## src/rtl/demux_1to4_buf.sv

```systemverilog
// 1:4 byte demultiplexer with a small first-word-fall-through FIFO per channel.
// Destination is either the explicit select or an internal round-robin pointer.
module demux_1to4_buf #(
    parameter int unsigned WIDTH = 8,
    parameter int unsigned DEPTH = 4
) (
    input  logic               clk,
    input  logic               reset,
    input  logic [WIDTH-1:0]   in_data,
    input  logic [1:0]         in_sel,
    input  logic               in_valid,
    output logic               in_ready,
    input  logic               auto_seq,
    input  logic               frame_start,
    output logic [4*WIDTH-1:0] out_data,
    output logic [3:0]         out_valid,
    input  logic [3:0]         out_ready,
    output logic [1:0]         seq_ptr
);

    localparam int unsigned PW = $clog2(DEPTH);
    localparam int unsigned CW = PW + 1;

    logic [WIDTH-1:0] mem [4][DEPTH];

    logic [PW-1:0] wr_ptr_q [4];
    logic [PW-1:0] wr_ptr_d [4];
    logic [PW-1:0] rd_ptr_q [4];
    logic [PW-1:0] rd_ptr_d [4];
    logic [CW-1:0] count_q  [4];
    logic [CW-1:0] count_d  [4];
    logic [1:0]    seq_ptr_q;
    logic [1:0]    seq_ptr_d;

    logic [1:0] dest;
    logic       accept;
    logic [3:0] push;
    logic [3:0] pop;

    always_comb begin
        if (!auto_seq) begin
            dest = in_sel;
        end else if (frame_start) begin
            dest = 2'd0;
        end else begin
            dest = seq_ptr_q;
        end
    end

    // Readiness looks only at the current fill level; a same-cycle pop does not help.
    assign in_ready = (count_q[dest] < CW'(DEPTH));
    assign accept   = in_valid & in_ready;

    always_comb begin
        for (int i = 0; i < 4; i++) begin
            push[i]      = accept && (dest == 2'(i));
            out_valid[i] = (count_q[i] != '0);
            pop[i]       = out_valid[i] & out_ready[i];
        end
    end

    always_comb begin
        for (int i = 0; i < 4; i++) begin
            wr_ptr_d[i] = wr_ptr_q[i];
            rd_ptr_d[i] = rd_ptr_q[i];
            count_d[i]  = count_q[i];
            if (push[i]) begin
                wr_ptr_d[i] = wr_ptr_q[i] + PW'(1);
            end
            if (pop[i]) begin
                rd_ptr_d[i] = rd_ptr_q[i] + PW'(1);
            end
            unique case ({push[i], pop[i]})
                2'b10:   count_d[i] = count_q[i] + CW'(1);
                2'b01:   count_d[i] = count_q[i] - CW'(1);
                default: count_d[i] = count_q[i];
            endcase
        end
    end

    always_comb begin
        seq_ptr_d = seq_ptr_q;
        if (accept && auto_seq) begin
            seq_ptr_d = dest + 2'd1;
        end
    end

    always_ff @(posedge clk or posedge reset) begin
        if (reset) begin
            for (int i = 0; i < 4; i++) begin
                wr_ptr_q[i] <= '0;
                rd_ptr_q[i] <= '0;
                count_q[i]  <= '0;
            end
            seq_ptr_q <= 2'd0;
        end else begin
            for (int i = 0; i < 4; i++) begin
                wr_ptr_q[i] <= wr_ptr_d[i];
                rd_ptr_q[i] <= rd_ptr_d[i];
                count_q[i]  <= count_d[i];
            end
            seq_ptr_q <= seq_ptr_d;
        end
    end

    // Storage needs no reset: the slice output is gated by the channel count.
    always_ff @(posedge clk) begin
        for (int i = 0; i < 4; i++) begin
            if (push[i]) begin
                mem[i][wr_ptr_q[i]] <= in_data;
            end
        end
    end

    always_comb begin
        out_data = '0;
        for (int i = 0; i < 4; i++) begin
            if (out_valid[i]) begin
                out_data[i*WIDTH +: WIDTH] = mem[i][rd_ptr_q[i]];
            end
        end
    end

    assign seq_ptr = seq_ptr_q;

endmodule

```

## config.mk

```make
export PLATFORM = sky130hd
export DESIGN_NAME = demux_1to4_buf
export DESIGN_NICKNAME = d
export VERILOG_FILES = /design/src/rtl/demux_1to4_buf.sv
export SDC_FILE = /design/constraint.sdc
export NUM_CORES = 1
export LEC_CHECK = 0
export CORE_MARGIN = 4
export CORE_UTILIZATION = 52
export DETAILED_ROUTE_END_ITERATION = 16
export HOLD_SLACK_MARGIN = 0.08
export PLACE_DENSITY_LB_ADDON = 0.08
export RECOVER_POWER = 25
export REMOVE_ABC_BUFFERS = 1
export SLEW_MARGIN = 10
export SYNTH_ARGS = -nofsm -noshare
export SYNTH_HDL_FRONTEND = slang
export SYNTH_SLANG_ARGS = --single-unit
export TNS_END_PERCENT = 30
```

## constraint.sdc

```tcl
create_clock -name clk -period 2.6 [get_ports clk]
set_clock_uncertainty 0.15 [all_clocks]
set_input_delay 0.26 -clock clk [delete_from_list [all_inputs] [get_ports clk]]
set_output_delay 0.26 -clock clk [all_outputs]
set_load 0.005 [all_outputs]
```

==> results of run 1 <==
==> final timing paths <==
path | start | endpoint | slack (ns) | cells past startpoint
worst max-delay path | in_sel[0] | count_q[8] | -0.02 | 13
worst max register to register | seq_ptr[0] | count_q[8] | 0 | 12
worst min-delay path | auto_seq | seq_ptr[0] | 0.27 | 4
worst min register to register | count_q[9] | count_q[9] | 0.33 | 1
min in group asynchronous | reset | count_q[9] | 0.61 | 4
max in group asynchronous | reset | count_q[5] | 1.40 | 4
==> power breakdown <==
part / internal, W / switching [W]
registers: 0.00308 / 0.000301
logic: 0.00188 / 0.00118
clock network: 0.00159 / 0.000926
==> area by class of cell <==
cell class	count	area (um^2)
clock buffers	19	433
inverters	29	114
fillers	912	4310
multi-input cells	179	2020
clock inverters	13	171
flip-flops and latches	158	4590
repair buffers	87	811
well taps	172	215
==> layout by cell type, fill, tap and decap left out, types with 2 or more instances in the layout <==
cell type and n:
xnor2_1 13, clkdlybuf4s50_1 49, nand3b_1 2, inv_4 2, clkbuf_1 2, and2_1 52
clkinvlp_4 2, edfxtp_1 128, ha_1 20, nand2b_1 2, clkbuf_16 17, buf_4 26
mux4_2 32, clkinv_1 2, mux2_4 4, dfrtp_1 30, inv_2 6, buf_6 3
dlygate4sd3_1 7, mux2i_1 4, fa_2 4, bufinv_16 4, nand3_1 2, or3_1 3
nand2_1 7, xor2_1 11, and3_4 4, nor2_1 5, inv_1 21, clkinv_2 4
ha_4 3
==> cell families (layout without fill, tap and decap cells) <==
group | count (synthesis) | in the layout | share of synthesized area [%]
DFF | 158 | 158 | 68.2
and+or+nand+nor | 80 | 80 | 7.00
buffers and inverters | 44 | 148 | 2.97
AOI/OAI and AO/OA | 6 | 6 | 0.706
xor gates and xnor gates | 24 | 24 | 3.12
adders and majority gates | 28 | 28 | 5.65
muxes | 41 | 41 | 12.4
==> per-stage QoR <==
stage	hold slack [ns]	worst slack [ns]	cell area, um^2
finish	0.273	-0.0162	8360
floorplan	0.201	-0.121	6650
global route	0.308	-0.111	8360
CTS	0.270	0.00194	8240
detailed placement	0.323	-0.449	7600
global placement	0.315	-0.368	7600
==> registers in the layout (all words and copies together) (netlist names) <==
register,cells
wr_ptr_q,8
rd_ptr_q,8
mem,128
seq_ptr,2
count_q,12
==> worst register-to-register path, cell delays in order (launching register included) <==
cell	delay (ns)
dfrtp_1	0.37
and3b_1	0.18
o311a_1	0.30
a32oi_2	0.21
inv_2	0.10
and3_4	0.20
inv_4	0.06
ha_4	0.13
inv_2	0.04
fa_2	0.37
xor2_1	0.16
nor2_1	0.11
xor2_1	0.15
==> routing by layer <==
layer	vias to the layer above	wire length [um]
li1	1576	-
met1	1701	5300
met2	61	6120
met3	13	508
met4	0	187
met5	-	0
==> timing repair <==
action,in CTS,in global routing
gates resized for setup,8,25
endpoints found under the setup margin,5,18
endpoints found under the hold margin,30,0
cloned,0,0
hold buffers,1,0
pin swaps,7,10
buffers inserted,2,5
==> flow_summary_export.csv, run 1 <==
group,metric,value,unit
logic_synthesis,yosysMostFrequentCell,"edfxtp_1",
final_layout,layout-drive-gt1-share,24.1,%
routing,vias_per_cell,5.10,
power,power.leakage,3.07,nW
global_route,grt.met3_usage,4.64,%
logic_synthesis,synthDistinctLibCells,31,
placed_design,place_inst,617,
floorplanning,die_w,122,um
logic_synthesis,synth_edf_count,128,
routing,post-route-drc-count,0,
final_layout,nNetsFinal,519,
global_route,grt_util_met1,24.1,%
worst_setup_path,worstPathMaxFanout,5,
clock_network,cts_root_buffer,"clkbuf_16",
sta,fin_crit_sh,101,%
routing,dr.pass1.iters,4,
worst_setup_path,crit_buf_inv,4,
placed_design,globalplace.congestion,0.771,
clock_network,cts_buffers,17,
logic_synthesis,ys_ff_latch,158,
min_path,hold_path.class,"in2reg",
global_route,gr-usage-all-layers,17.9,%
final_layout,diodes,0,
floorplanning,die_h,122,um
sta,setup_slack,-0.0162,ns
run_status,outcome,"finished, violations left",
sta,slew_viol_final,0,
run,drv_cap,0,
global_route,grt_pass1_wl,19.2,mm
sta,finalSetupViolations,1,
worst_setup_path,cpLargestDelayFamily,"buffers and inverters",
floorplanning,num_io_pins,58,
placed_design,dp_hpwl,7.72,mm
logic_synthesis,synth_cells,381,
worst_setup_path,cpPeakStageDelay,0.47,ns
power,p_per_area,1070,nW/um^2
logic_synthesis,synth.area.top_cells,"edfxtp_1 57%, dfrtp_1 11%, mux4_2 11%, and2_1 4.8%, ha_1 4.5%",
sta,finalHoldViolations,0,
routing,drt_iter0_markers,154,
worst_setup_path,cp_cell_sequence,"clkdlybuf4s50_1, nor2b_2, o311a_1, a32oi_2, inv_2, and3_4, inv_4, ha_4, inv_2, fa_2, xor2_1, nor2_1, xor2_1",
logic_synthesis,async_flop_share,19.0,%
sta,finalSetupTns,-0.0162,ns
worst_setup_path,cp-start-kind,"input pin",
routing,post_drt_wl_per_cell,18.4,um
clock_network,clkLatencyLatePin,0.42,ns
placed_design,io_buffers,57,
logic_synthesis,synth_top_area_cell,"edfxtp_1",
global_route,grt_pass1_vias,3569,
global_route,busiest_layer,"met2",
logic_synthesis,synthTopCellsByCount,"128 x edfxtp_1, 52 x and2_1, 32 x mux4_2",
global_route,grt_max_degree,31,
clock_network,htree_levels,4,
final_layout,finalNonFillerCells,657,
final_layout,area_growth,24.1,%
power,total_power,0.00896,W
clock_network,cts_sinks,158,
global_route,met2_usage,28.7,%
floorplanning,core_region_area,12700,um^2
worst_setup_path,arrival,2.81,ns
routing,wl,12.1,mm
logic_synthesis,yosys_warnings,0,
logic_synthesis,syn_area,6740,um^2
worst_setup_path,cp_slowest_cell,"clkdlybuf4s50_1",
power,ir_drop,0.000536,V
clock_network,cts_tree,"yes",
sta,slew_headroom,51.1,%
sta,rsz0062_at_grt,"true",
clock_network,cts_buffer_depth,2,
floorplanning,start_util,53.2,%
logic_synthesis,synthFlopType,"edfxtp_1",
routing,vias,3351,
run_status,failed_checks,"negative setup slack",
floorplanning,dieArea,14800,um^2
logic_synthesis,ys_seq_area_share,68.2,%
logic_synthesis,syn_avg_cell_area,17.7,um^2
sta,clock.fmax,0.382,GHz
final_layout,fin_util,66.0,%
worst_setup_path,critPathKind,"in2reg",
global_route,antenna_found_initial,0,
global_route,grt-ovfl-total,0,
worst_setup_path,endpoint_kind,"register",
worst_setup_path,cp.required,2.79,ns
sta,worst_slew_pin_slew,0.731,ns
logic_synthesis,synth_top_cell_area_share,57.1,%
clock_network,clkTransAtPathRegs,0.06,ns
sta,fin_crit,2.62,ns
floorplanning,rows,41,
routing,ant_nets,0,
No activity file was read; power rests on OpenSTA's default activity.
==> run 2, diff against run 1 <==
--- a/config.mk
+++ b/config.mk
@@ -16,4 +16,3 @@
 export SYNTH_ARGS = -nofsm -noshare
 export SYNTH_HDL_FRONTEND = slang
 export SYNTH_SLANG_ARGS = --single-unit
-export TNS_END_PERCENT = 30
==> run 2 against run 1 <==
Net effect: the run now ends clean; combinational power about the same; critical path depth down 1; total power down 0.33%; critical endpoint unchanged.
==> flow_summary_export.csv, run 2 (same netlist as run 1, synthesis figures left out) <==
group,metric,value,unit
routing,vias_per_cell,5.12,
final_layout,diodes,0,
run,drv_cap,0,
sta,fin_crit,2.55,ns
run_status,outcome,"finished clean",
clock_network,cts_sinks,158,
final_layout,nNetsFinal,518,
clock_network,cts_tree,"yes",
sta,rsz0062_at_grt,"true",
floorplanning,start_util,53.2,%
final_layout,area_growth,23.7,%
worst_setup_path,cpPeakStageDelay,0.37,ns
floorplanning,die_h,122,um
min_path,hold_path.class,"in2reg",
power,total_power,0.00893,W
placed_design,place_inst,617,
worst_setup_path,cp.required,2.79,ns
final_layout,largest_register_ffs,128,
clock_network,htree_levels,4,
power,ir_drop,0.000533,V
final_layout,fin_util,65.8,%
final_layout,fillers,910,
sta,slew_headroom,50.6,%
worst_setup_path,setup.worst_path.start,"seq_ptr[0]",
clock_network,cts_buffers,17,
placed_design,dp_hpwl,7.72,mm
sta,timing.hold.ws,0.273,ns
routing,wl,12.1,mm
worst_setup_path,worstPathMaxFanout,5,
global_route,grt_pass1_vias,3577,
sta,fin_crit_sh,97.9,%
clock_network,clkTransAtPathRegs,0.06,ns
sta,finalSetupViolations,0,
worst_setup_path,cpLargestDelayFamily,"compound AO/OA/AOI/OAI gates",
global_route,antenna_found_initial,0,
floorplanning,die_w,122,um
power,p_per_area,1070,nW/um^2
final_layout,final_common_cell,"edfxtp_1",
worst_setup_path,r2r_start,"seq_ptr[0]",
sta,slew_viol_final,0,
final_layout,final_cell_mix,"128 x edfxtp_1, 52 x and2_1, 48 x clkdlybuf4s50_1, 32 x mux4_2, 30 x dfrtp_1",
routing,ant_nets,0,
routing,dr.pass1.iters,4,
final_layout,layout-drive-gt1-share,22.9,%
routing,post_drt_wl_per_cell,18.4,um
floorplanning,core_region_area,12700,um^2
clock_network,cts_root_buffer,"clkbuf_16",
floorplanning,num_io_pins,58,
worst_setup_path,cp_cell_sequence,"and3b_1, o311a_1, a32oi_2, inv_2, and3_4, inv_1, ha_1, inv_1, fa_2, xor2_1, nor2_1, xor2_1",
placed_design,io_buffers,57,
clock_network,clkLatencyLatePin,0.42,ns
final_layout,multiInputGateArea,2000,um^2
worst_setup_path,cp-start-kind,"register",
worst_setup_path,endpoint_kind,"register",
placed_design,placed_area,7600,um^2
final_layout,finalNonFillerCells,656,
clock_network,cts_buffer_depth,2,
final_layout,regArea,4590,um^2
worst_setup_path,cp_slowest_cell,"dfrtp_1",
min_path,hold_path_startpoint,"auto_seq",
global_route,grt_max_degree,31,
sta,finalHoldViolations,0,
routing,post-route-drc-count,0,
floorplanning,rows,41,
worst_setup_path,crit_buf_inv,3,
placed_design,globalplace.congestion,0.771,
routing,drt_iter0_markers,154,
power,power.leakage,3.07,nW
sta,worst_slew_pin_slew,0.739,ns
floorplanning,dieArea,14800,um^2
routing,vias,3357,
sta,clock.fmax,0.393,GHz
worst_setup_path,arrival,2.74,ns
global_route,gr-usage-all-layers,18.0,%
final_layout,postLayoutCellArea,8330,um^2
global_route,grt_pass1_wl,19.3,mm
global_route,grt-ovfl-total,0,
worst_setup_path,critPathKind,"reg2reg",
run 2: changes by cell type in the layout (fill, tap and decap cells not counted):
cell             before  now
buf_4                26   25
ha_4                  3    2
inv_1                21   24
clkdlybuf4s50_1      49   48
nor2b_2               1    0
inv_2                 6    3
dlygate4sd2_1         1    2
nor2b_1               0    1
ha_1                 20   21
run 2: worst reg2reg max path: cells and delay by family, from the launching register on:
| family | cells | cell delay, ns |
|---|---|---|
| adder cells (fa/ha/maj) | 2 | 0.48 |
| buffers and inverters | 3 | 0.21 |
| AO/OA/AOI/OAI | 2 | 0.50 |
| flip-flops | 1 | 0.37 |
| AND/OR/NAND/NOR | 3 | 0.48 |
| XOR/XNOR | 2 | 0.29 |
run 2: repair_timing:
item                       4_1_cts  5_1_grt
gates resized for setup         12       16
hold buffers                     1        0
buffers inserted                 2        4
pin swaps                        9        8
hold endpoints to repair        30        0
setup endpoints to repair        5       17
run 2: final timing paths:
path	end	slack, ns	depth (start not counted)
worst max-delay path	count_q[8]	0.05	12
worst min-delay path	seq_ptr[0]	0.27	4
worst max register to register	count_q[8]	0.05	12
worst min register to register	count_q[9]	0.33	1
max in group asynchronous	count_q[5]	1.39	4
min in group asynchronous	count_q[9]	0.62	4
run 2: per-layer routing:
metal  vias up  share of wire, %  global-route usage [%]
met5         -                 0                       0
met4         0               1.4                    6.30
met3        12               3.5                    4.64
met2        56                51                    28.8
met1      1713                44                    24.2
li1       1576                 -                       -
run 2: final cells by class:
class                      count  share of cell area [%]
sequential                   158                    55.1
multi-input combinational    179                    24.0
timing repair buffer          86                    9.62
clock buffer                  19                    5.20
tap                          172                    2.58
clock inverter                13                    2.06
inverter                      29                    1.37
run 2: where the power goes:
part / leakage, nW / switching [W] / internal (W) / total, W
registers: 1.50 / 0.000299 / 0.00308 / 0.00338
logic: 1.27 / 0.00117 / 0.00186 / 0.00303
clock network: 0.292 / 0.000923 / 0.00159 / 0.00251
total: 3.07 / 0.00239 / 0.00654 / 0.00893
run 2: metrics by stage:
step           TNS, ns  setup slack, ns
2_1_floorplan   -0.465           -0.121
3_3_place_gp     -8.03           -0.368
3_5_place_dp    -14.18           -0.449
4_1_cts              0          0.00446
5_1_grt         -0.134          -0.0447
6_report             0           0.0549
==> run 3, diff against run 2 <==
--- a/config.mk
+++ b/config.mk
@@ -5,7 +5,7 @@
 export SDC_FILE = /design/constraint.sdc
 export NUM_CORES = 1
 export LEC_CHECK = 0
-export CORE_MARGIN = 4
+export CORE_MARGIN = 1
 export CORE_UTILIZATION = 52
 export DETAILED_ROUTE_END_ITERATION = 16
 export HOLD_SLACK_MARGIN = 0.08
==> run 3 against run 2 <==
Net effect: first-iteration DRC count grew 47%; clock power down 6%; cell count rose by 0.61%; critical path depth increased by 3; flip-flop and latch count did not move; via count up 1.7%; critical endpoint is now count_q[11]; largest power group unchanged; register-to-register slack got worse by 0.03 ns; global-route usage up 1.8 points.
==> flow_summary_export.csv, run 3 (same netlist as run 1, synthesis figures left out) <==
group,metric,value,unit
run_status,outcome,"finished clean",
worst_setup_path,cpPeakStageDelay,0.51,ns
floorplanning,die_w,116,um
worst_setup_path,reg2reg_depth,12,
min_path,hold_path.class,"reg2reg",
routing,dr.pass1.iters,4,
final_layout,largest_register_ffs,128,
sta,worst_slew_pin_slew,0.729,ns
min_path,holdPathStages,1,
global_route,grt_pass1_wl,18.5,mm
final_layout,finalNonFillerCells,660,
clock_network,cts_buffers,17,
sta,slew_viol_final,0,
worst_setup_path,cp-start-kind,"input pin",
placed_design,placed_area,7630,um^2
floorplanning,start_util,53.4,%
floorplanning,die_h,116,um
worst_setup_path,cp.required,2.79,ns
clock_network,clkTransAtPathRegs,0.06,ns
placed_design,dp_hpwl,7.61,mm
power,power.leakage,3.07,nW
clock_network,cts_root_buffer,"clkbuf_16",
worst_setup_path,critPathKind,"in2reg",
placed_design,globalplace.congestion,0.780,
clock_network,htree_levels,4,
placed_design,io_buffers,57,
final_layout,final_cell_mix,"128 x edfxtp_1, 51 x and2_1, 50 x clkdlybuf4s50_1, 32 x mux4_2, 31 x buf_4",
placed_design,dp_slack,-0.450,ns
sta,rsz0062_at_grt,"true",
routing,wl,11.9,mm
sta,slew_headroom,51.3,%
routing,vias,3415,
global_route,gr-usage-all-layers,19.8,%
floorplanning,core_region_area,12600,um^2
floorplanning,rows,41,
power,ir_drop,0.000465,V
final_layout,layout-drive-gt1-share,25.0,%
sta,fin_crit_sh,99.6,%
run,drv_cap,0,
worst_setup_path,cp_cell_sequence,"clkdlybuf4s50_1, and3b_1, buf_4, buf_4, o21ai_2, a32oi_2, inv_2, and3_4, inv_4, ha_4, inv_2, fa_2, xor2_1, nor2_1, xnor2_1",
worst_setup_path,worstPathMaxFanout,5,
global_route,antenna_found_initial,0,
routing,vias_per_cell,5.17,
sta,timing.hold.ws,0.334,ns
worst_setup_path,arrival,2.79,ns
floorplanning,num_io_pins,58,
final_layout,final_common_cell,"edfxtp_1",
power,total_power,0.00881,W
clock_network,clkLatencyLatePin,0.42,ns
clock_network,cts_buffer_depth,2,
sta,setup_slack,0.00913,ns
clock_network,cts_sinks,158,
sta,finalSetupViolations,0,
worst_setup_path,endpoint_kind,"register",
global_route,grt-ovfl-total,0,
final_layout,nNetsFinal,522,
clock_network,cts_tree,"yes",
routing,ant_nets,0,
routing,drt_iter0_markers,227,
global_route,grt_pass1_vias,3447,
worst_setup_path,cp_slowest_cell,"clkdlybuf4s50_1",
worst_setup_path,r2r_setup_slack,0.02,ns
sta,finalHoldViolations,0,
final_layout,diodes,0,
power,p_per_area,1060,nW/um^2
routing,post_drt_wl_per_cell,18.1,um
worst_setup_path,r2r_start,"seq_ptr[0]",
global_route,grt_max_degree,31,
min_path,hold_end,"count_q[9]",
sta,clock.fmax,0.386,GHz
placed_design,place_inst,621,
floorplanning,dieArea,13400,um^2
worst_setup_path,r2r-end,"count_q[11]",
routing,post-route-drc-count,0,
final_layout,postLayoutCellArea,8350,um^2
sta,fin_crit,2.59,ns
min_path,hold_path_startpoint,"count_q[9]",
final_layout,area_growth,23.9,%
## run 3: timing repair
action / 4_1_cts / 5_1_grt
hold buffers: 1 / 0
pin swaps: 8 / 11
gates resized for setup: 12 / 23
endpoints found under the hold margin: 30 / 0
endpoints found under the setup margin: 5 / 139
setup buffers: 3 / 3
## run 3: worst max-delay path by stage
stage | start | endpoint | slack (ns) | depth (start not counted)
floorplan | seq_ptr[0] | count_q[5] | -0.12 | 12
global placement | frame_start | count_q[5] | -0.37 | 13
detailed placement | frame_start | count_q[5] | -0.45 | 13
CTS | seq_ptr[0] | count_q[5] | 0.004 | 12
global route | seq_ptr[0] | count_q[11] | -0.12 | 14
finish | auto_seq | count_q[11] | 0.009 | 15
## run 3: through the flow
stage	setup TNS (ns)	utilization, %
CTS	0	65.5
floorplan	-0.465	-
global route	-0.385	66.2
global placement	-18.21	60.4
finish	0	66.2
detailed placement	-25.10	60.4
## run 3: cell type report
class	count	area (um^2)
multi-input cells	179	2030
clock buffers	26	519
well taps	172	215
flip-flops and latches	158	4590
fillers	913	4270
clock inverters	6	55.1
inverters	29	114
repair buffers	90	820
## run 3: report_power, final
part	total [W]	leakage, nW	switching, W	internal [W]
logic	0.00306	1.28	0.00116	0.00190
registers	0.00338	1.50	0.000300	0.00308
clock network	0.00237	0.281	0.000907	0.00146
total	0.00881	3.07	0.00237	0.00644
## run 3: per-layer routing
layer	vias to the layer above	global-route usage (%)	part of all wire, %	wire [um]
li1	1584	-	-	-
met4	0	8.72	2.1	245
met1	1744	25.4	45	5330
met2	67	31.9	50	5960
met3	20	5.13	3.4	405
met5	-	0	0	0
## run 3: worst max-delay path, delay by kind of cell
kind            cells  cell delay (ns)
xor+xnor            2             0.28
simple gates        3             0.54
buf+inv             6             0.91
fa+ha+maj           2             0.51
compound gates      2             0.29
